### src/rtl/fetch_unit_pkg.sv
// Shared instruction-format definitions for the minimicro fetch/decode boundary.
// Field positions, opcode/branch encodings and fetch FSM states.
package fetch_unit_pkg;

  localparam int INSTR_W = 16;

  localparam int OPC_MSB = 15;
  localparam int OPC_LSB = 13;
  localparam int BR_MSB  = 12;
  localparam int BR_LSB  = 11;
  localparam int RD_MSB  = 10;
  localparam int RD_LSB  = 8;
  localparam int RN_MSB  = 7;
  localparam int RN_LSB  = 5;
  localparam int RM_MSB  = 4;
  localparam int RM_LSB  = 2;
  localparam int IMM_MSB = 7;
  localparam int IMM_LSB = 0;

  typedef enum logic [2:0] {
    OP_ADD = 3'd0,
    OP_SUB = 3'd1,
    OP_AND = 3'd2,
    OP_ORR = 3'd3,
    OP_MOV = 3'd4,
    OP_LDR = 3'd5,
    OP_STR = 3'd6,
    OP_BR  = 3'd7
  } opcode_t;

  typedef enum logic [1:0] {
    BEQ     = 2'd0,
    BMI     = 2'd1,
    BAL     = 2'd2,
    BR_RSVD = 2'd3
  } branch_t;

  typedef enum logic [1:0] {
    ST_BOOT  = 2'd0,
    ST_RUN   = 2'd1,
    ST_DRAIN = 2'd2
  } fetch_state_t;

endpackage

### src/rtl/fetch_fifo.sv
// In-order prefetch buffer holding {pc, instr} entries with single-cycle flush.
// Head entry is read combinationally so a pushed entry is visible the next cycle.
module fetch_fifo #(
  parameter int DEPTH = 2,
  parameter int WIDTH = 32,
  localparam int PTR_W = (DEPTH > 1) ? $clog2(DEPTH) : 1,
  localparam int CNT_W = $clog2(DEPTH + 1)
) (
  input  logic             clk,
  input  logic             rst_n,
  input  logic             flush,
  input  logic             push,
  input  logic [WIDTH-1:0] push_data,
  input  logic             pop,
  output logic [WIDTH-1:0] head_data,
  output logic [CNT_W-1:0] count,
  output logic             empty
);

  logic [WIDTH-1:0] mem_reg [DEPTH];
  logic [PTR_W-1:0] wr_ptr_reg, wr_ptr_next;
  logic [PTR_W-1:0] rd_ptr_reg, rd_ptr_next;
  logic [CNT_W-1:0] count_reg, count_next;
  logic             do_push, do_pop;

  assign do_push = push && !flush;
  assign do_pop  = pop && !flush && (count_reg != '0);

  always_comb begin
    wr_ptr_next = wr_ptr_reg;
    rd_ptr_next = rd_ptr_reg;
    count_next  = count_reg;
    if (flush) begin
      wr_ptr_next = '0;
      rd_ptr_next = '0;
      count_next  = '0;
    end else begin
      if (do_push) wr_ptr_next = wr_ptr_reg + PTR_W'(1);
      if (do_pop)  rd_ptr_next = rd_ptr_reg + PTR_W'(1);
      count_next = count_reg + CNT_W'(do_push) - CNT_W'(do_pop);
    end
  end

  always_ff @(posedge clk or negedge rst_n) begin
    if (!rst_n) begin
      wr_ptr_reg <= '0;
      rd_ptr_reg <= '0;
      count_reg  <= '0;
    end else begin
      wr_ptr_reg <= wr_ptr_next;
      rd_ptr_reg <= rd_ptr_next;
      count_reg  <= count_next;
    end
  end

  // Storage has no reset; the empty flag masks stale contents downstream.
  always_ff @(posedge clk) begin
    if (do_push) mem_reg[wr_ptr_reg] <= push_data;
  end

  assign head_data = mem_reg[rd_ptr_reg];
  assign count     = count_reg;
  assign empty     = (count_reg == '0);

endmodule

### src/rtl/fetch_unit.sv
// Instruction fetch stage: PC sequencing, imem request/response tracking,
// redirect flush with stale-response dropping, and pre-split decode fields.
module fetch_unit
  import fetch_unit_pkg::*;
#(
  parameter int                ADDR_W   = 16,
  parameter int                DEPTH    = 2,
  parameter logic [ADDR_W-1:0] RESET_PC = '0
) (
  input  logic              clk,
  input  logic              rst_n,
  output logic              imem_req,
  output logic [ADDR_W-1:0] imem_addr,
  input  logic              imem_ready,
  input  logic              imem_rvalid,
  input  logic [15:0]       imem_rdata,
  input  logic              pc_sel,
  input  logic [ADDR_W-1:0] branch_target,
  output logic              id_valid,
  input  logic              id_ready,
  output logic [ADDR_W-1:0] id_pc,
  output opcode_t           id_op_code,
  output branch_t           id_branch,
  output logic [2:0]        id_rd,
  output logic [2:0]        id_rn,
  output logic [2:0]        id_rm,
  output logic [7:0]        id_imm
);

  localparam int CNT_W   = $clog2(DEPTH + 1);
  localparam int SUM_W   = CNT_W + 2;
  localparam int ENTRY_W = ADDR_W + INSTR_W;

  logic [1:0]        rst_sync_reg;
  logic              rst_int_n;
  fetch_state_t      state_reg, state_next;
  logic [ADDR_W-1:0] fetch_pc_reg, fetch_pc_next;
  logic [ADDR_W-1:0] resp_pc_reg, resp_pc_next;
  logic [CNT_W-1:0]  outstanding_reg, outstanding_next;
  logic [CNT_W-1:0]  drop_cnt_reg, drop_cnt_next;
  logic [CNT_W-1:0]  drop_after, out_after;
  logic [CNT_W-1:0]  fifo_count;
  logic              fifo_empty;
  logic [ENTRY_W-1:0] head_data, head_vis;
  logic [SUM_W-1:0]  in_use;
  logic              accept, rsp_drop, rsp_keep, fifo_push, fifo_pop;
  logic [ADDR_W-1:0] target_aligned;
  logic              unused_target_lsb;

  // Reset asserts immediately, releases two clock edges after rst_n rises.
  always_ff @(posedge clk or negedge rst_n) begin
    if (!rst_n) rst_sync_reg <= 2'b00;
    else        rst_sync_reg <= {rst_sync_reg[0], 1'b1};
  end
  assign rst_int_n = rst_sync_reg[1];

  assign target_aligned    = {branch_target[ADDR_W-1:1], 1'b0};
  assign unused_target_lsb = branch_target[0];

  // Every slot is reserved by a buffered entry, an in-flight fetch or a pending drop.
  assign in_use   = SUM_W'(fifo_count) + SUM_W'(outstanding_reg) + SUM_W'(drop_cnt_reg);
  assign imem_req = (state_reg != ST_BOOT) && !pc_sel && (in_use < SUM_W'(DEPTH));
  assign imem_addr = fetch_pc_reg;

  assign accept    = imem_req && imem_ready;
  assign rsp_drop  = imem_rvalid && (drop_cnt_reg != '0);
  assign rsp_keep  = imem_rvalid && (drop_cnt_reg == '0) && (outstanding_reg != '0);
  assign fifo_push = rsp_keep && !pc_sel;
  assign id_valid  = !fifo_empty && !pc_sel;
  assign fifo_pop  = id_valid && id_ready;

  assign drop_after = drop_cnt_reg - CNT_W'(rsp_drop);
  assign out_after  = outstanding_reg + CNT_W'(accept) - CNT_W'(rsp_keep);

  always_comb begin
    state_next       = state_reg;
    fetch_pc_next    = fetch_pc_reg;
    resp_pc_next     = resp_pc_reg;
    outstanding_next = out_after;
    drop_cnt_next    = drop_after;
    if (accept)    fetch_pc_next = fetch_pc_reg + ADDR_W'(2);
    if (fifo_push) resp_pc_next  = resp_pc_reg + ADDR_W'(2);
    // Everything still in flight becomes stale, including a response kept this cycle.
    if (pc_sel) begin
      fetch_pc_next    = target_aligned;
      resp_pc_next     = target_aligned;
      drop_cnt_next    = drop_after + out_after;
      outstanding_next = '0;
    end
    case (state_reg)
      ST_BOOT:           state_next = ST_RUN;
      ST_RUN, ST_DRAIN:  state_next = (drop_cnt_next != '0) ? ST_DRAIN : ST_RUN;
      default:           state_next = ST_BOOT;
    endcase
  end

  always_ff @(posedge clk or negedge rst_int_n) begin
    if (!rst_int_n) begin
      state_reg       <= ST_BOOT;
      fetch_pc_reg    <= RESET_PC;
      resp_pc_reg     <= RESET_PC;
      outstanding_reg <= '0;
      drop_cnt_reg    <= '0;
    end else begin
      state_reg       <= state_next;
      fetch_pc_reg    <= fetch_pc_next;
      resp_pc_reg     <= resp_pc_next;
      outstanding_reg <= outstanding_next;
      drop_cnt_reg    <= drop_cnt_next;
    end
  end

  fetch_fifo #(
    .DEPTH (DEPTH),
    .WIDTH (ENTRY_W)
  ) u_fifo (
    .clk       (clk),
    .rst_n     (rst_int_n),
    .flush     (pc_sel),
    .push      (fifo_push),
    .push_data ({resp_pc_reg, imem_rdata}),
    .pop       (fifo_pop),
    .head_data (head_data),
    .count     (fifo_count),
    .empty     (fifo_empty)
  );

  assign head_vis   = fifo_empty ? '0 : head_data;
  assign id_pc      = head_vis[ENTRY_W-1:INSTR_W];
  assign id_op_code = opcode_t'(head_vis[OPC_MSB:OPC_LSB]);
  assign id_branch  = branch_t'(head_vis[BR_MSB:BR_LSB]);
  assign id_rd      = head_vis[RD_MSB:RD_LSB];
  assign id_rn      = head_vis[RN_MSB:RN_LSB];
  assign id_rm      = head_vis[RM_MSB:RM_LSB];
  assign id_imm     = head_vis[IMM_MSB:IMM_LSB];

  // A response with nothing in flight is a memory protocol violation and is ignored.
  a_no_orphan_rsp : assert property (@(posedge clk) disable iff (!rst_int_n)
    imem_rvalid |-> ((outstanding_reg != '0) || (drop_cnt_reg != '0)));

endmodule

### config.mk
export PLATFORM = sky130hd
export DESIGN_NAME = fetch_unit
export DESIGN_NICKNAME = d
export VERILOG_FILES = /design/src/rtl/fetch_unit_pkg.sv /design/src/rtl/fetch_fifo.sv /design/src/rtl/fetch_unit.sv
export SDC_FILE = /design/constraint.sdc
export NUM_CORES = 1
export LEC_CHECK = 0
export BUFFER_PORTS_ARGS = -buffer_cell sky130_fd_sc_hd__clkbuf_2
export CAP_MARGIN = 20
export CORE_UTILIZATION = 25
export CTS_BUF_LIST = sky130_fd_sc_hd__clkbuf_4
export DETAILED_ROUTE_END_ITERATION = 12
export GPL_ROUTABILITY_DRIVEN = 0
export HOLD_SLACK_MARGIN = 0.1
export PLACE_DENSITY = 0.45
export SYNTH_ARGS = -nofsm -noshare
export SYNTH_HDL_FRONTEND = slang
export SYNTH_SLANG_ARGS = --single-unit
### constraint.sdc
create_clock -name clk -period 3.45 [get_ports clk]
set_input_delay 0.1725 -clock clk [delete_from_list [all_inputs] [get_ports clk]]
set_output_delay 0.1725 -clock clk [all_outputs]
set_load 0.01 [all_outputs]
==> flow_metrics.env <==
export IMPL_synth_top_area_frac=0.3781
export IMPL_reg2reg_from="u_fifo.count[1]"
export IMPL_avgSynthCellArea_um2=12.10
export IMPL_drc_errors=0
export IMPL_area_delta_synth_final_pct=27.37
export IMPL_rows=50
export IMPL_cp_max_fo=3
export IMPL_ys_warnings_count=0
export IMPL_htreeDepth=3
export IMPL_final_util=0.3297
export IMPL_min_path_cells=4
export IMPL_fin_worst_skew_ns=0.01797
export IMPL_grt_max_degree=46
export IMPL_antenna_found_initial=0
export IMPL_rsz0062_at_grt="false"
export IMPL_hold_viol=0
export IMPL_outcome="finished clean"
export IMPL_hp_start="imem_rvalid"
export IMPL_worst_ep_arrival_time_ns=3.73
export IMPL_layoutNonFillerInstCount=799
export IMPL_num_nets_final=585
export IMPL_async_reset_ff_frac=0.4038
export IMPL_setup_viol=0
export IMPL_critPathKind="reg -> reg"
export IMPL_cts_max_path_buffers=2
export IMPL_drv_cap=0
export IMPL_yosysSeqAreaShare=0.5916
export IMPL_die_y_um=142.3
export IMPL_critPathRequiredTime_ns=3.84
export IMPL_dieArea_um2=20260
export IMPL_port_buffers=90
export IMPL_start_kind="register"
export IMPL_relSlewSlack=0.3311
export IMPL_min_period_ns=3.332
export IMPL_yosys_cell_types_count=58
export IMPL_antenna_cells=0
export IMPL_worst_pin_slew_ns=1.003
export IMPL_yosys_area_top_type="edfxtp_1"
export IMPL_regToRegEndpoint="state_reg[0]"
export IMPL_die_width_um=142.3
export IMPL_netlist_top_cells_area="edfxtp_1 (38%), dfrtp_1 (21%), mux2i_1 (6.9%), nor2_1 (3.6%), ha_1 (3.0%)"
export IMPL_track_usage=0.1222
export IMPL_final_antenna_net_count=0
export IMPL_slew_viol_final=0
export IMPL_dp_hpwl_mm=8.000
export IMPL_largest_reg_flops=62
export IMPL_numClockSinks=104
export IMPL_dr_pass1_iters=4
export IMPL_ys_top_cells_by_count="edfxtp_1 (62), nor2_1 (47), dfrtp_1 (42)"
export IMPL_cts_buffers=9
export IMPL_synth_ff_type="edfxtp_1"
export IMPL_r2r_setup_slack_ns=0.12
export IMPL_core_um2=19020
export IMPL_gr_total_overflow=0
export IMPL_fin_tns_setup_ns=0
export IMPL_powerDensity_nw_per_um2=504.5
export IMPL_wl_per_cell_um=14.76
export IMPL_p_leak_nw=2.461
export IMPL_fin_crit_sh=0.9657
export IMPL_synthCells=407
export IMPL_syn_cell_area_um2=4923
export IMPL_irDropWorstVdd_mv=0.1936
export IMPL_dp_cells=746
export IMPL_drt_iter0_markers=151
export IMPL_min_path_type="in -> reg"
export IMPL_via_count=3549
export IMPL_routed_wl_mm=11.79
export IMPL_reg2reg_depth=14
export IMPL_min_delay_worst_endpoint="resp_pc_reg[3]"
export IMPL_first_global_vias=3476
export IMPL_max_freq_mhz=300.1
export IMPL_cts_tree="built"
export IMPL_clock_latency_ns=0.48
export IMPL_grt_pass1_wl_mm=18.56
export IMPL_cp_end_kind="register"
export IMPL_io_pins=94
export IMPL_drive_gt1_frac=0.2653
export IMPL_clk_pin_slew_ns=0.16
export IMPL_root_buffer="clkbuf_4"
export IMPL_synth_edf_count=62
export IMPL_initial_utilization=0.2589
export IMPL_via_per_inst=4.442
export IMPL_yosysMostFrequentCell="edfxtp_1"
export IMPL_synth_ff_latch_count=104
## kinds of logic after synthesis
| kind of cell | count (synthesis) | synth area share |
|---|---|---|
| adder cells (fa/ha/maj) | 13 | 0.03456 |
| flip-flops | 104 | 0.5916 |
| AND/OR/NAND/NOR | 132 | 0.1380 |
| AO/OA/AOI/OAI | 58 | 0.08590 |
| other | 2 | 0.001525 |
| buffers and inverters | 46 | 0.04244 |
| multiplexers | 35 | 0.07141 |
| XOR/XNOR | 17 | 0.03456 |
## critical path, stage by stage (launching register included)
cell	delay, ns
dfrtp_1	0.38
inv_1	0.06
fa_1	0.54
inv_1	0.06
ha_4	0.22
and4bb_2	0.31
nand2_2	0.08
ha_4	0.28
inv_2	0.04
ha_4	0.26
ha_4	0.19
nand2_2	0.08
or3b_4	0.38
a211o_1	0.30
o311ai_2	0.07
## cell usage in the layout (no fill, tap or decap), types with 3 or more instances in the layout
cell type	Yosys	routed
clkbuf_2	0	90
edfxtp_1	62	62
nor2_1	47	46
dfrtp_1	42	41
dlygate4sd3_1	0	35
mux2i_1	34	34
inv_1	21	20
nand2_1	21	19
o21ai_0	17	17
nand3_1	15	15
buf_4	8	15
o311ai_0	14	14
xnor2_1	9	9
nor3_1	10	9
clkbuf_4	0	9
ha_1	12	8
nor4_1	7	7
xor2_1	6	6
a21oi_1	4	4
ha_4	0	4
nor2b_1	3	3
nand2_2	1	3
a21o_1	3	3
nand2b_1	3	3
and2_1	3	3
nand4bb_1	3	3
o31a_1	3	3
conb_1	2	3
## per-stage QoR
step | power (mW) | setup slack [ns] | hold slack, ns | cell area (µm²)
2_1_floorplan | 2.115 | -0.004477 | -0.1231 | 4979
3_5_place_dp | 2.395 | 0.1004 | -0.03710 | 5724
6_report | 3.164 | 0.1182 | 0.1541 | 6271
5_1_grt | 3.366 | 0.009404 | 0.1417 | 6271
4_1_cts | 3.188 | 0.02653 | 0.1141 | 6243
3_3_place_gp | 2.365 | 0.1529 | -0.04177 | 5724
## repair_timing
item                       in CTS  in global routing
buffers inserted                0                  2
resized for setup               0                  1
hold buffers                   35                  0
setup endpoints to repair       0                  1
hold endpoints to repair       65                  0
## worst max-delay path by stage
| stage | startpoint | to | slack [ns] | depth (start not counted) |
|---|---|---|---|---|
| floorplan | u_fifo.count[1] | state_reg[0] | -0.004 | 15 |
| global placement | u_fifo.count[1] | state_reg[0] | 0.15 | 14 |
| detailed placement | u_fifo.count[1] | state_reg[0] | 0.10 | 14 |
| CTS | u_fifo.count[1] | state_reg[0] | 0.03 | 14 |
| global route | u_fifo.count[1] | state_reg[0] | 0.009 | 14 |
| finish | u_fifo.count[1] | state_reg[0] | 0.12 | 14 |
## routing by layer
metal	routed length, µm	global-route usage	share of wire	vias to the layer above
met5	0	0	0	-
met4	108	0.02830	0.0092	0
met3	847	0.04071	0.072	8
met2	5341	0.1974	0.45	133
met1	5497	0.1575	0.47	1667
li1	-	-	-	1741
## report_power, final
group	total, mW	internal (mW)	switching [mW]
combinational	0.904	0.415	0.489
sequential	1.52	1.42	0.103
clock	0.740	0.304	0.436
total	3.16	2.14	1.03
## final cells by class
cell class | instances | area (µm²)
Inverter | 21 | 78.83
Fill cell | 2002 | 12750
Sequential cell | 104 | 2914
Clock buffer | 9 | 67.56
Clock inverter | 7 | 101.3
Tap cell | 260 | 325.3
Multi-Input combinational cell | 258 | 1871
Timing Repair Buffer | 140 | 913.4
Power figures use the tool's default switching activity.
